**src/rtl/issue_queue.sv**
```systemverilog
// issue_queue: age-ordered, collapsing issue queue (slot 0 always holds the oldest entry).
// Optional macro ISSUE_QUEUE_ZERO_REG_EN: physical register 0 is permanently ready.
module issue_queue #(
  parameter int DEPTH      = 8,
  parameter int NUM_WAKEUP = 2,
  parameter int OPCODE_W   = 7,
  parameter int PREG_W     = 5
) (
  input  logic                         clk,
  input  logic                         reset,
  input  logic                         kill,
  input  logic                         disp_valid,
  output logic                         disp_ready,
  input  logic [OPCODE_W-1:0]          disp_opcode,
  input  logic [PREG_W-1:0]            disp_src1,
  input  logic [PREG_W-1:0]            disp_src2,
  input  logic [PREG_W-1:0]            disp_dest,
  input  logic                         disp_src1_rdy,
  input  logic                         disp_src2_rdy,
  input  logic [NUM_WAKEUP-1:0]        wakeup_valid,
  input  logic [NUM_WAKEUP*PREG_W-1:0] wakeup_dest,
  output logic                         iss_valid,
  input  logic                         iss_ready,
  output logic [OPCODE_W-1:0]          iss_opcode,
  output logic [PREG_W-1:0]            iss_src1,
  output logic [PREG_W-1:0]            iss_src2,
  output logic [PREG_W-1:0]            iss_dest,
  output logic [$clog2(DEPTH+1)-1:0]   count
);

  localparam int CW = $clog2(DEPTH+1);
  localparam int IW = $clog2(DEPTH);
`ifdef ISSUE_QUEUE_ZERO_REG_EN
  localparam bit ZERO_REG = 1'b1;
`else
  localparam bit ZERO_REG = 1'b0;
`endif

  logic                valid_r  [DEPTH];
  logic                rdy1_r   [DEPTH];
  logic                rdy2_r   [DEPTH];
  logic [OPCODE_W-1:0] opcode_r [DEPTH];
  logic [PREG_W-1:0]   src1_r   [DEPTH];
  logic [PREG_W-1:0]   src2_r   [DEPTH];
  logic [PREG_W-1:0]   dest_r   [DEPTH];
  logic [CW-1:0]       count_r;

  logic                valid_n  [DEPTH];
  logic                rdy1_n   [DEPTH];
  logic                rdy2_n   [DEPTH];
  logic [OPCODE_W-1:0] opcode_n [DEPTH];
  logic [PREG_W-1:0]   src1_n   [DEPTH];
  logic [PREG_W-1:0]   src2_n   [DEPTH];
  logic [PREG_W-1:0]   dest_n   [DEPTH];
  logic [CW-1:0]       count_n;

  logic          sel_found_s;
  logic [IW-1:0] sel_idx_s;
  logic          disp_fire_s;
  logic          iss_fire_s;
  logic [CW-1:0] wr_idx_s;
  logic          shift_s;
  logic          keep_s;
  logic [IW-1:0] src_idx_s;

  // A register counts as produced when any wakeup port names it; with the
  // zero-register option, register 0 never takes part in wakeup matching.
  function automatic logic wake_hit(input logic [PREG_W-1:0]            src,
                                    input logic [NUM_WAKEUP-1:0]        wv,
                                    input logic [NUM_WAKEUP*PREG_W-1:0] wd);
    logic hit;
    hit = 1'b0;
    for (int i = 0; i < NUM_WAKEUP; i++) begin
      hit = hit | (wv[i] & (wd[i*PREG_W +: PREG_W] == src));
    end
    return hit & ~(ZERO_REG & (src == {PREG_W{1'b0}}));
  endfunction

  function automatic logic zero_rdy(input logic [PREG_W-1:0] src);
    return ZERO_REG & (src == {PREG_W{1'b0}});
  endfunction

  // Oldest ready entry: scan from the youngest slot so the lowest index wins.
  always_comb begin
    sel_found_s = 1'b0;
    sel_idx_s   = {IW{1'b0}};
    for (int j = DEPTH-1; j >= 0; j--) begin
      sel_idx_s   = (valid_r[j] & rdy1_r[j] & rdy2_r[j]) ? IW'(j) : sel_idx_s;
      sel_found_s = sel_found_s | (valid_r[j] & rdy1_r[j] & rdy2_r[j]);
    end
  end

  assign iss_valid   = sel_found_s & ~kill;
  assign iss_opcode  = iss_valid ? opcode_r[sel_idx_s] : {OPCODE_W{1'b0}};
  assign iss_src1    = iss_valid ? src1_r[sel_idx_s]   : {PREG_W{1'b0}};
  assign iss_src2    = iss_valid ? src2_r[sel_idx_s]   : {PREG_W{1'b0}};
  assign iss_dest    = iss_valid ? dest_r[sel_idx_s]   : {PREG_W{1'b0}};
  assign disp_ready  = (count_r != CW'(DEPTH));
  assign count       = count_r;
  assign disp_fire_s = disp_valid & disp_ready & ~kill;
  assign iss_fire_s  = iss_valid & iss_ready;
  assign wr_idx_s    = count_r - CW'(iss_fire_s);

  // Next slot contents: collapse above the issued slot, apply wakeups, append dispatch.
  always_comb begin
    shift_s   = 1'b0;
    keep_s    = 1'b0;
    src_idx_s = {IW{1'b0}};
    count_n   = kill ? {CW{1'b0}} : (count_r + CW'(disp_fire_s) - CW'(iss_fire_s));
    for (int j = 0; j < DEPTH; j++) begin
      valid_n[j]  = 1'b0;
      rdy1_n[j]   = 1'b0;
      rdy2_n[j]   = 1'b0;
      opcode_n[j] = {OPCODE_W{1'b0}};
      src1_n[j]   = {PREG_W{1'b0}};
      src2_n[j]   = {PREG_W{1'b0}};
      dest_n[j]   = {PREG_W{1'b0}};
      shift_s     = iss_fire_s & (IW'(j) >= sel_idx_s);
      src_idx_s   = shift_s ? IW'((j + 1) % DEPTH) : IW'(j);
      keep_s      = valid_r[src_idx_s] & ~(shift_s & (j == DEPTH-1)) & ~kill;
      if (disp_fire_s && (wr_idx_s == CW'(j))) begin
        valid_n[j]  = 1'b1;
        opcode_n[j] = disp_opcode;
        src1_n[j]   = disp_src1;
        src2_n[j]   = disp_src2;
        dest_n[j]   = disp_dest;
        rdy1_n[j]   = disp_src1_rdy | wake_hit(disp_src1, wakeup_valid, wakeup_dest) | zero_rdy(disp_src1);
        rdy2_n[j]   = disp_src2_rdy | wake_hit(disp_src2, wakeup_valid, wakeup_dest) | zero_rdy(disp_src2);
      end else if (keep_s) begin
        valid_n[j]  = 1'b1;
        opcode_n[j] = opcode_r[src_idx_s];
        src1_n[j]   = src1_r[src_idx_s];
        src2_n[j]   = src2_r[src_idx_s];
        dest_n[j]   = dest_r[src_idx_s];
        rdy1_n[j]   = rdy1_r[src_idx_s] | wake_hit(src1_r[src_idx_s], wakeup_valid, wakeup_dest);
        rdy2_n[j]   = rdy2_r[src_idx_s] | wake_hit(src2_r[src_idx_s], wakeup_valid, wakeup_dest);
      end else begin
        valid_n[j]  = 1'b0;
      end
    end
  end

  // Queue state registers.
  always_ff @(posedge clk or negedge reset) begin
    if (!reset) begin
      count_r <= {CW{1'b0}};
      for (int j = 0; j < DEPTH; j++) begin
        valid_r[j]  <= 1'b0;
        rdy1_r[j]   <= 1'b0;
        rdy2_r[j]   <= 1'b0;
        opcode_r[j] <= {OPCODE_W{1'b0}};
        src1_r[j]   <= {PREG_W{1'b0}};
        src2_r[j]   <= {PREG_W{1'b0}};
        dest_r[j]   <= {PREG_W{1'b0}};
      end
    end else begin
      count_r <= count_n;
      for (int j = 0; j < DEPTH; j++) begin
        valid_r[j]  <= valid_n[j];
        rdy1_r[j]   <= rdy1_n[j];
        rdy2_r[j]   <= rdy2_n[j];
        opcode_r[j] <= opcode_n[j];
        src1_r[j]   <= src1_n[j];
        src2_r[j]   <= src2_n[j];
        dest_r[j]   <= dest_n[j];
      end
    end
  end

endmodule

```
**config.mk**
```make
export PLATFORM = sky130hd
export DESIGN_NAME = issue_queue
export DESIGN_NICKNAME = d
export VERILOG_FILES = /design/src/rtl/issue_queue.sv
export SDC_FILE = /design/constraint.sdc
export NUM_CORES = 1
export LEC_CHECK = 0
export ABC_AREA = 1
export CAP_MARGIN = 20
export CORE_ASPECT_RATIO = 0.7
export CORE_MARGIN = 4
export CORE_UTILIZATION = 50
export DETAILED_ROUTE_END_ITERATION = 8
export MAX_ROUTING_LAYER = met4
export PLACE_DENSITY = 0.71
export SYNTH_ARGS = -nofsm -noshare
export SYNTH_HDL_FRONTEND = slang
export SYNTH_SLANG_ARGS = --single-unit
```
**constraint.sdc**
```tcl
create_clock -name clk -period 2.3 [get_ports clk]
set_clock_uncertainty 0.05 [all_clocks]
set_input_delay 0.46 -clock clk [delete_from_list [all_inputs] [get_ports clk]]
set_output_delay 0.46 -clock clk [all_outputs]
set_load 0.1 [all_outputs]
```
Word level (Yosys, flattened, before mapping)
Cells that the tools add are included.
- register bits: 204
- logic and storage cells: 570
- output and inout port bits: 28
- input bits: 41
- eq/ne operators: 44
- mux-type cells: 313
- magnitude comparators: 17
- $add $sub $neg: 3
- reductions and logical operators: 9
- bitwise logic cells: 127
- operator list (operator ; number):
    two-way mux 5 bit ; 105
    binary-select mux 5 bit (select 3 bit) ; 27
    two-way mux 7 bit ; 35
    binary-select mux 7 bit (select 3 bit) ; 9
    equality test 5 bit ; 36
    two-way mux 1 bit ; 100
    bitwise AND 1 bit ; 73
    binary-select mux 1 bit (select 3 bit) ; 24
    OR 1 bit ; 43
    >= comparator 4 bit (second input constant) ; 9
    two-way mux 3 bit ; 10
    NOT 3 -> 4 bit ; 6
    equality test 4 x 3 -> 1 bit (second input constant) ; 4
    >= comparator 3 bit (first input constant) ; 4
    equality test 4 x 2 -> 1 bit (second input constant) ; 2
    logical AND 1 bit ; 8
    NOT 2 -> 4 bit ; 2
    subtractor 4 x 1 -> 4 bit ; 2
    >= comparator 1 x 3 -> 1 bit (first input constant) ; 2
    >= comparator 2 x 3 -> 1 bit (first input constant) ; 2
    adder 4 x 1 -> 4 bit ; 1
    equality test 4 x 1 -> 1 bit (second input constant) ; 1
    zero test 4 bit ; 1
    two-way mux 2 bit ; 2
    4 further kinds ; 5

Logic depth before layout (Yosys ltp)
Gate-level depths: netlist (run 1).
- depth after elaboration: 23
- depth in mapped cells: 21
- gate-level depth less buffers: 20

Worst setup path before layout (run 1)
OpenSTA, ideal clock, no wires.
- path kind: reg2out
- start: reg rdy2_r[0] in the netlist's numbering
- end: out iss_dest[2]
- cell stages (with the launch flop): 16
- path slack: -2.034 ns
- arrival time: 3.824 ns
- required time: 1.790 ns
- cell sequence: dfrtp_1 inv_1 nor2_1 nand2_1 nand2_1 nand2_1 nand2_1 nand2_1 nand2_1 nand2_2 clkbuf_1 buf_1 nand2_1 o211ai_1 a31oi_1 nor3_1
- cells in the longest elaborated chain, start to end: 14
- elaborated cells between the ends (all ways): 22
- classes of those cells: 12 x mux; 10 x bitwise
- RTL lines (what ; line ; text):
    start: declaration ; 41 ; logic rdy2_r [DEPTH];
    start signal: indexed assignment ; 161 ; rdy2_r[j] <= rdy2_n[j];
    bitwise AND 1 bit (*) ; 88, 89 ;
    two-way mux 3 bit (8 in a row) ; 88 ; sel_idx_s = (valid_r[j] & rdy1_r[j] & rdy2_r[j]) ? IW'(j) : sel_idx_s;
    NOT 3 -> 4 bit (not written as such) ; 97 ; assign iss_dest = iss_valid ? dest_r[sel_idx_s] : {PREG_W{1'b0}};
    binary-select mux 5 bit (select 3 bit) ; 97 ;
    two-way mux 5 bit (not written as such) (2 in a row) ; 97 ;
    two-way mux 5 bit (*) ; 97 ;
    end: declaration ; 27 ; output logic [PREG_W-1:0] iss_dest,
Mark *: on every way between the ends. The rest lies on a longest branch, timed or not. The select of a mux whose other input is x is not followed.

Worst setup path after layout (run 1)
- start: reg rdy1_r[0] in the netlist's numbering
- end: out iss_src1[4]
- cells in the longest elaborated chain, start to end: 15
- elaborated cells between the ends (all ways): 23
- classes of those cells: 12 x mux; 11 x bitwise
- RTL lines (what ; line ; text):
    start: declaration ; 40 ; logic rdy1_r [DEPTH];
    start signal: indexed assignment ; 160 ; rdy1_r[j] <= rdy1_n[j];
    bitwise AND 1 bit (*) (2 in a row) ; 88, 89 ;
    two-way mux 3 bit (8 in a row) ; 88 ;
    NOT 3 -> 4 bit (not written as such) ; 95 ; assign iss_src1 = iss_valid ? src1_r[sel_idx_s] : {PREG_W{1'b0}};
    binary-select mux 5 bit (select 3 bit) ; 95 ;
    two-way mux 5 bit (not written as such) (2 in a row) ; 95 ;
    two-way mux 5 bit (*) ; 95 ;
    end: declaration ; 25 ; output logic [PREG_W-1:0] iss_src1,
Marks and branches as above.

==> impl_results.md, run 1 <==
- Antenna diodes: 0
- CP Max Fanout: 6
- Area growth syn-to-layout: 49.25%
- First-pass GRT wire length: 104900 µm
- Power Total: 10460 µW
- Mapped Area: 0.01469 mm²
- CTS root buffer: clkbuf_16
- Final HPWL DP: 49000 µm
- Type of the worst setup path: flip-flop to primary output
- H-tree Lvls: 1
- Routed wire length: 73190 µm
- Async set or reset register ratio after synthesis: 1.000
- Mapped Avg Cell Area: 6.706 µm²
- Min cycle time layout: 3.489 ns
- Routed Antenna Nets: 0
- Synth cell types: 49
- Hold crit path type: primary input to async pin
- Finish-stage setup viols: 227
- Number of global-route vias before repair: 17.19k
- Initial core utilization: 0.5075
- Synth Instances: 2191
- Post-synth EDFFs: 0
- Post-route DRC: 0
- CP startpoint kind: flip-flop
- Initial DRC Count: 3066
- Worst VDD drop: 0.4955 mV
- Min Hold Slack: 0.3753 ns
- Clock slew at reported path FFs: 0.07 ns
- Critical path arrival: 2.98 ns
- Placed cells: 2876
- Stages on worst setup path: 15
- Slowest CP cell: dfrtp_1
- Layout Nets: 2622
- Finished Layout Cells: 2967
- Power Dens Cells: 477.1 mW/mm²
- Port Buffers: 68
- Buf+Inv Stages, Crit Path: 3
- Status: complete, but fails checks
- P_leak: 0.01006 µW
- Total grt overflow: 0
- # rows: 52
- Total Routing Usage GR: 0.4445
- Seq/Total Area, Yosys: 0.3474
- Clk_lat worst skew: 0.55 ns
- Clock buffer count from CTS: 23
- DP Area: 0.01935 mm²
- Die Wd: 212.9 µm
- Final period util: 1.517
- YS warnings: 0
- R2R depth: 23
- Die span in y: 151.4 µm
- Vias: 18.68k
- Placer Congestion: 1.053
- Layout cells sized above 1: 0.3017
- Syn_nets: 2241
- RSZ-0062 raised after global routing: true
- Worst-Margin Slew: 0.6302 ns
- Main synth FF type: dfrtp_1
- CP required: 1.79 ns
- CTS tree: yes
- Antenna violations before repair: 1
- Final worst setup slack: -1.189 ns
- CTS max path bufs: 3
- Crit path max-delay family: simple AND/OR/NAND/NOR gates
- CP Cell Sequence: nand2_1 -> nor2_1 -> nand2_1 -> nand2_1 -> nand2_2 -> nand2_2 -> nand2_2 -> nand2_4 -> nand2_8 -> buf_12 -> buf_4 -> o211ai_1 -> a31oi_2 -> nor3_4 -> buf_12
- Rel. slew slack: 0.5794
- Failing checks: setup timing
- Crit end category: primary output
- I/O pin count: 69
- Setup Total Neg Slack: -108.16 ns
- Max-cap viol count: 0
- CORE AREA: 0.02895 mm²
- Clock sinks: 204
- Slowest cell delay on critical path: 0.40 ns
- Fin. max-slew vios: 0
- Final hold vios: 0
- Largest net degree at the start of global routing: 55
- Synthesis-stage register bit count: 204
- Final Instance Area: 0.02193 mm²
- DIE AREA: 0.03224 mm²
- F_max: 0.2866 GHz
- Drt via density: 6.296
- Drt wl/cell: 24.67 µm
- Drt first pass iters: 8
==> worst paths after layout <==
| kind | slack [ns] | end | startpoint |
|---|---|---|---|
| setup / recovery | -1.19 | iss_src1[4] | rdy1_r[0] |
| hold / removal | 0.38 | opcode_r[12] | reset |
| setup reg to reg | -0.65 | dest_r[9] | valid_r[1] |
| hold reg to reg | 0.43 | opcode_r[51] | opcode_r[51] |
| max in group asynchronous | 1.11 | src2_r[23] | reset |
| min in group clk | 0.43 | opcode_r[51] | opcode_r[51] |
==> placed cells by master (no fill, tap or decap), drive strengths merged, types with 3 or more instances in the layout <==
cell type	count
a21oi	40
a221oi	7
a2bb2oi	6
a31oi	37
and2	3
buf	436
bufbuf	4
clkbuf	35
clkdlybuf4s50	39
clkinv	15
clkinvlp	4
dfrtp	204
ha	8
inv	255
mux2i	5
nand2	675
nand3	207
nand3b	3
nand4	13
nor2	143
nor3	27
o211ai	82
o21ai	181
o22ai	95
or2	13
xor2	43
==> cell families (layout without fill, tap and decap cells) <==
family | after synthesis | in the layout | synth area share
buf+inv | 392 | 790 | 0.1074
mux | 5 | 5 | 0.003406
simple gates | 1085 | 1085 | 0.3200
flops | 204 | 204 | 0.3474
fa+ha+maj | 9 | 9 | 0.008175
xor+xnor | 43 | 43 | 0.02691
compound gates | 453 | 453 | 0.1867
==> layout make-up <==
class                      count  area [µm²]
fill                        2133        7024
sequential                   204        5120
timing repair buffer         483        5165
tap                          378       473.0
clock buffer                  32       649.4
inverter                     265        1036
clock inverter                10       86.33
multi-input combinational   1595        9399
==> where the power goes <==
group          switching, µW  internal (µW)
combinational           1720           1090
sequential               122           3740
clock                   1700           2090
total                   3540           6920
==> metal layers <==
metal / track usage / vias up / routed length (µm)
li1: - / 8028 / -
met1: 0.6124 / 8676 / 28600
met2: 0.5751 / 1614 / 28250
met3: 0.1936 / 361 / 12450
met4: 0.1587 / 0 / 3886
met5: - / - / 0
==> synthesized netlist by cell type, types with 37 or more instances <==
| cell type | n | share of area |
|---|---|---|
| o211ai_1 | 82 | 0.042 |
| xor2_1 | 42 | 0.025 |
| inv_1 | 234 | 0.060 |
| nor2_1 | 122 | 0.031 |
| dfrtp_1 | 204 | 0.35 |
| o21ai_1 | 45 | 0.015 |
| o22ai_1 | 95 | 0.040 |
| o21ai_0 | 128 | 0.044 |
| nand3_1 | 203 | 0.069 |
| nand2_1 | 659 | 0.17 |
| a21oi_1 | 39 | 0.013 |
| a31oi_1 | 37 | 0.016 |
| clkbuf_1 | 69 | 0.018 |
==> what timing repair did <==
| item | CTS | global route |
|---|---|---|
| setup endpoints to repair | 226 | 226 |
| resized for setup | 182 | 124 |
| buffers inserted | 19 | 26 |
| gates cloned | 7 | 4 |
| pin swaps | 39 | 53 |
| hold endpoints to repair | 44 | 0 |
| hold buffers | 1 | 0 |
==> state kept, by name, indices dropped and copies added, names as in the netlist <==
name      flops
opcode_r     56
dest_r       40
src1_r       40
src2_r       40
rdy1_r        8
rdy2_r        8
valid_r       8
count         4
==> per-stage QoR <==
step / utilization / setup WS, ns
after floorplan: - / -0.5533
after detailed placement: 0.6684 / -0.7481
after CTS: 0.7322 / -0.9706
final: 0.7574 / -1.189
after global placement: 0.6684 / -0.6703
after global routing: 0.7574 / -1.188
Note: power is estimated with default switching activity, not from simulation.
==> run 2: changes to the inputs <==
--- a/config.mk
+++ b/config.mk
@@ -7,12 +7,15 @@
 export LEC_CHECK = 0
 export ABC_AREA = 1
 export CAP_MARGIN = 20
+export CELL_PAD_IN_SITES_DETAIL_PLACEMENT = 1
+export CELL_PAD_IN_SITES_GLOBAL_PLACEMENT = 1
 export CORE_ASPECT_RATIO = 0.7
 export CORE_MARGIN = 4
-export CORE_UTILIZATION = 50
+export CORE_UTILIZATION = 40
 export DETAILED_ROUTE_END_ITERATION = 8
 export MAX_ROUTING_LAYER = met4
-export PLACE_DENSITY = 0.71
+export PLACE_DENSITY_LB_ADDON = 0.1
+export SLEW_MARGIN = 20
 export SYNTH_ARGS = -nofsm -noshare
 export SYNTH_HDL_FRONTEND = slang
 export SYNTH_SLANG_ARGS = --single-unit
==> run 2 against run 1 <==
The flow still finishes with violations (setup timing). Wire length up 16%. First-iteration DRC count fell by 18%. Final area is 1.2% lower. Utilization decreased by 16 points. Setup slack lost 0.20 ns. Critical path depth fell by 1. Register-to-register slack got worse by 0.35 ns. Count of clock-buffer cells in the layout is the same. Largest cell class unchanged. Largest power group is now clock.
==> impl_results.md, run 2 (synthesized netlist as in run 1, its figures left out) <==
- H-tree Lvls: 1
- Finished Layout Cells: 3050
- DIE AREA: 0.03991 mm²
- Clock buffer count from CTS: 25
- P_leak: 0.009888 µW
- Routed Antenna Nets: 0
- Drt via density: 6.213
- F_max: 0.2709 GHz
- Area growth syn-to-layout: 47.42%
- CP required: 1.79 ns
- Clk_lat worst skew: 0.57 ns
- Reg2reg start: valid_r[3]
- Layout cells sized above 1: 0.2877
- Drt first pass iters: 6
- Die Wd: 237.1 µm
- Largest net degree at the start of global routing: 54
- Vias: 18.95k
- Final hold vios: 0
- Most frequent cells in the layout: 616 x nand2_1, 300 x buf_4, 219 x inv_1
- Hold crit path type: primary input to async pin
- Min cycle time layout: 3.692 ns
- Routed wire length: 85260 µm
- Clock sinks: 204
- Initial DRC Count: 2502
- I/O pin count: 69
- Layout Nets: 2600
- Crit end category: primary output
- Type of the worst setup path: flip-flop to primary output
- Final worst setup slack: -1.392 ns
- Setup Total Neg Slack: -152.42 ns
- CORE AREA: 0.03607 mm²
- Initial core utilization: 0.4074
- Most common cell after layout, fill and taps aside: nand2_1
- Number of global-route vias before repair: 18.41k
- CP Max Fanout: 8
- Die span in y: 168.4 µm
- Power Dens Cells: 500.9 mW/mm²
- Rel. slew slack: 0.5729
- Total Routing Usage GR: 0.4011
- Total grt overflow: 0
- First-pass GRT wire length: 118900 µm
- Drt wl/cell: 27.95 µm
- RSZ-0062 raised after global routing: true
- Max FFs per register: 56
- CTS max path bufs: 3
- Clock slew at reported path FFs: 0.06 ns
- Worst VDD drop: 0.4603 mV
- Finish-stage setup viols: 227
- Placer Congestion: 0.9699
- CTS tree: yes
- Critical path arrival: 3.18 ns
- Failing checks: setup timing
- Placed cells: 2926
- Status: complete, but fails checks
- Largest register by flop count: opcode_r
- Fin. max-slew vios: 0
- Antenna violations before repair: 0
- CP startpoint kind: flip-flop
- Min Hold Slack: 0.3625 ns
- Max-cap viol count: 0
- CP startpoint: valid_r[0]
- # rows: 58
- Worst-Margin Slew: 0.6399 ns
- Post-route DRC: 0
- CTS root buffer: clkbuf_16
- Port Buffers: 68
- Final period util: 1.605
- Final HPWL DP: 56750 µm
run 2: area by class of cell:
type,instances,area (µm²)
Fill cell,4433,14410
Multi-Input combinational cell,1596,9278
Sequential cell,204,5120
Timing Repair Buffer,458,4793
Inverter,265,1033
Clock buffer,32,701.9
Tap cell,480,600.6
Clock inverter,14,130.1
Antenna cell,1,2.502
run 2: through the flow:
step	worst slack, ns	utilization	cell area [µm²]	total power [µW]
2_1_floorplan	-0.5533	-	15390	5169
3_3_place_gp	-0.7091	0.5240	18900	6235
3_5_place_dp	-0.8828	0.5240	18900	6311
4_1_cts	-1.117	0.5743	20710	10570
5_1_grt	-1.417	0.6005	21660	11160
6_report	-1.392	0.6005	21660	10850
run 2: worst paths after layout:
check / cells after the start / end / slack (ns)
min in group clk: 2 / dest_r[36] / 0.43
max in group asynchronous: 3 / opcode_r[35] / 1.08
max: 14 / iss_src1[2] / -1.39
min: 2 / dest_r[14] / 0.36
max reg2reg: 22 / opcode_r[13] / -1.00
min reg2reg: 2 / dest_r[36] / 0.43
run 2: critical path, stage by stage, from the launching register on:
cell and delay [ns]:
dfrtp_1 0.39, nand2_1 0.09, nor2_2 0.10, nand2_1 0.06, nand2_1 0.08, nand2_2 0.09
nand2_2 0.09, nand2_2 0.07, nand2_4 0.09, nand2_8 0.12, buf_12 0.18, o211ai_1 0.45
a31oi_2 0.26, nor3_4 0.33, buf_12 0.21
run 2: what timing repair did:
| item | 4_1_cts | 5_1_grt |
|---|---|---|
| hold buffers | 1 | 0 |
| buffers inserted | 29 | 36 |
| setup endpoints to repair | 226 | 226 |
| pin swaps | 53 | 50 |
| cloned | 7 | 6 |
| hold endpoints to repair | 48 | 0 |
| resized for setup | 130 | 142 |
run 2: per-layer routing:
metal  wire length [µm]  track usage  vias to the layer above
li1                   -            -                     7968
met1              36410       0.5907                     9424
met2              34940       0.5492                     1260
met3              10180      0.09235                      297
met4               3722       0.1114                        0
met5                  0            -                        -
run 2: power breakdown:
part	total (µW)	switching, µW	internal [µW]
sequential	3880	149	3740
clock	4190	1810	2380
combinational	2770	1760	1010
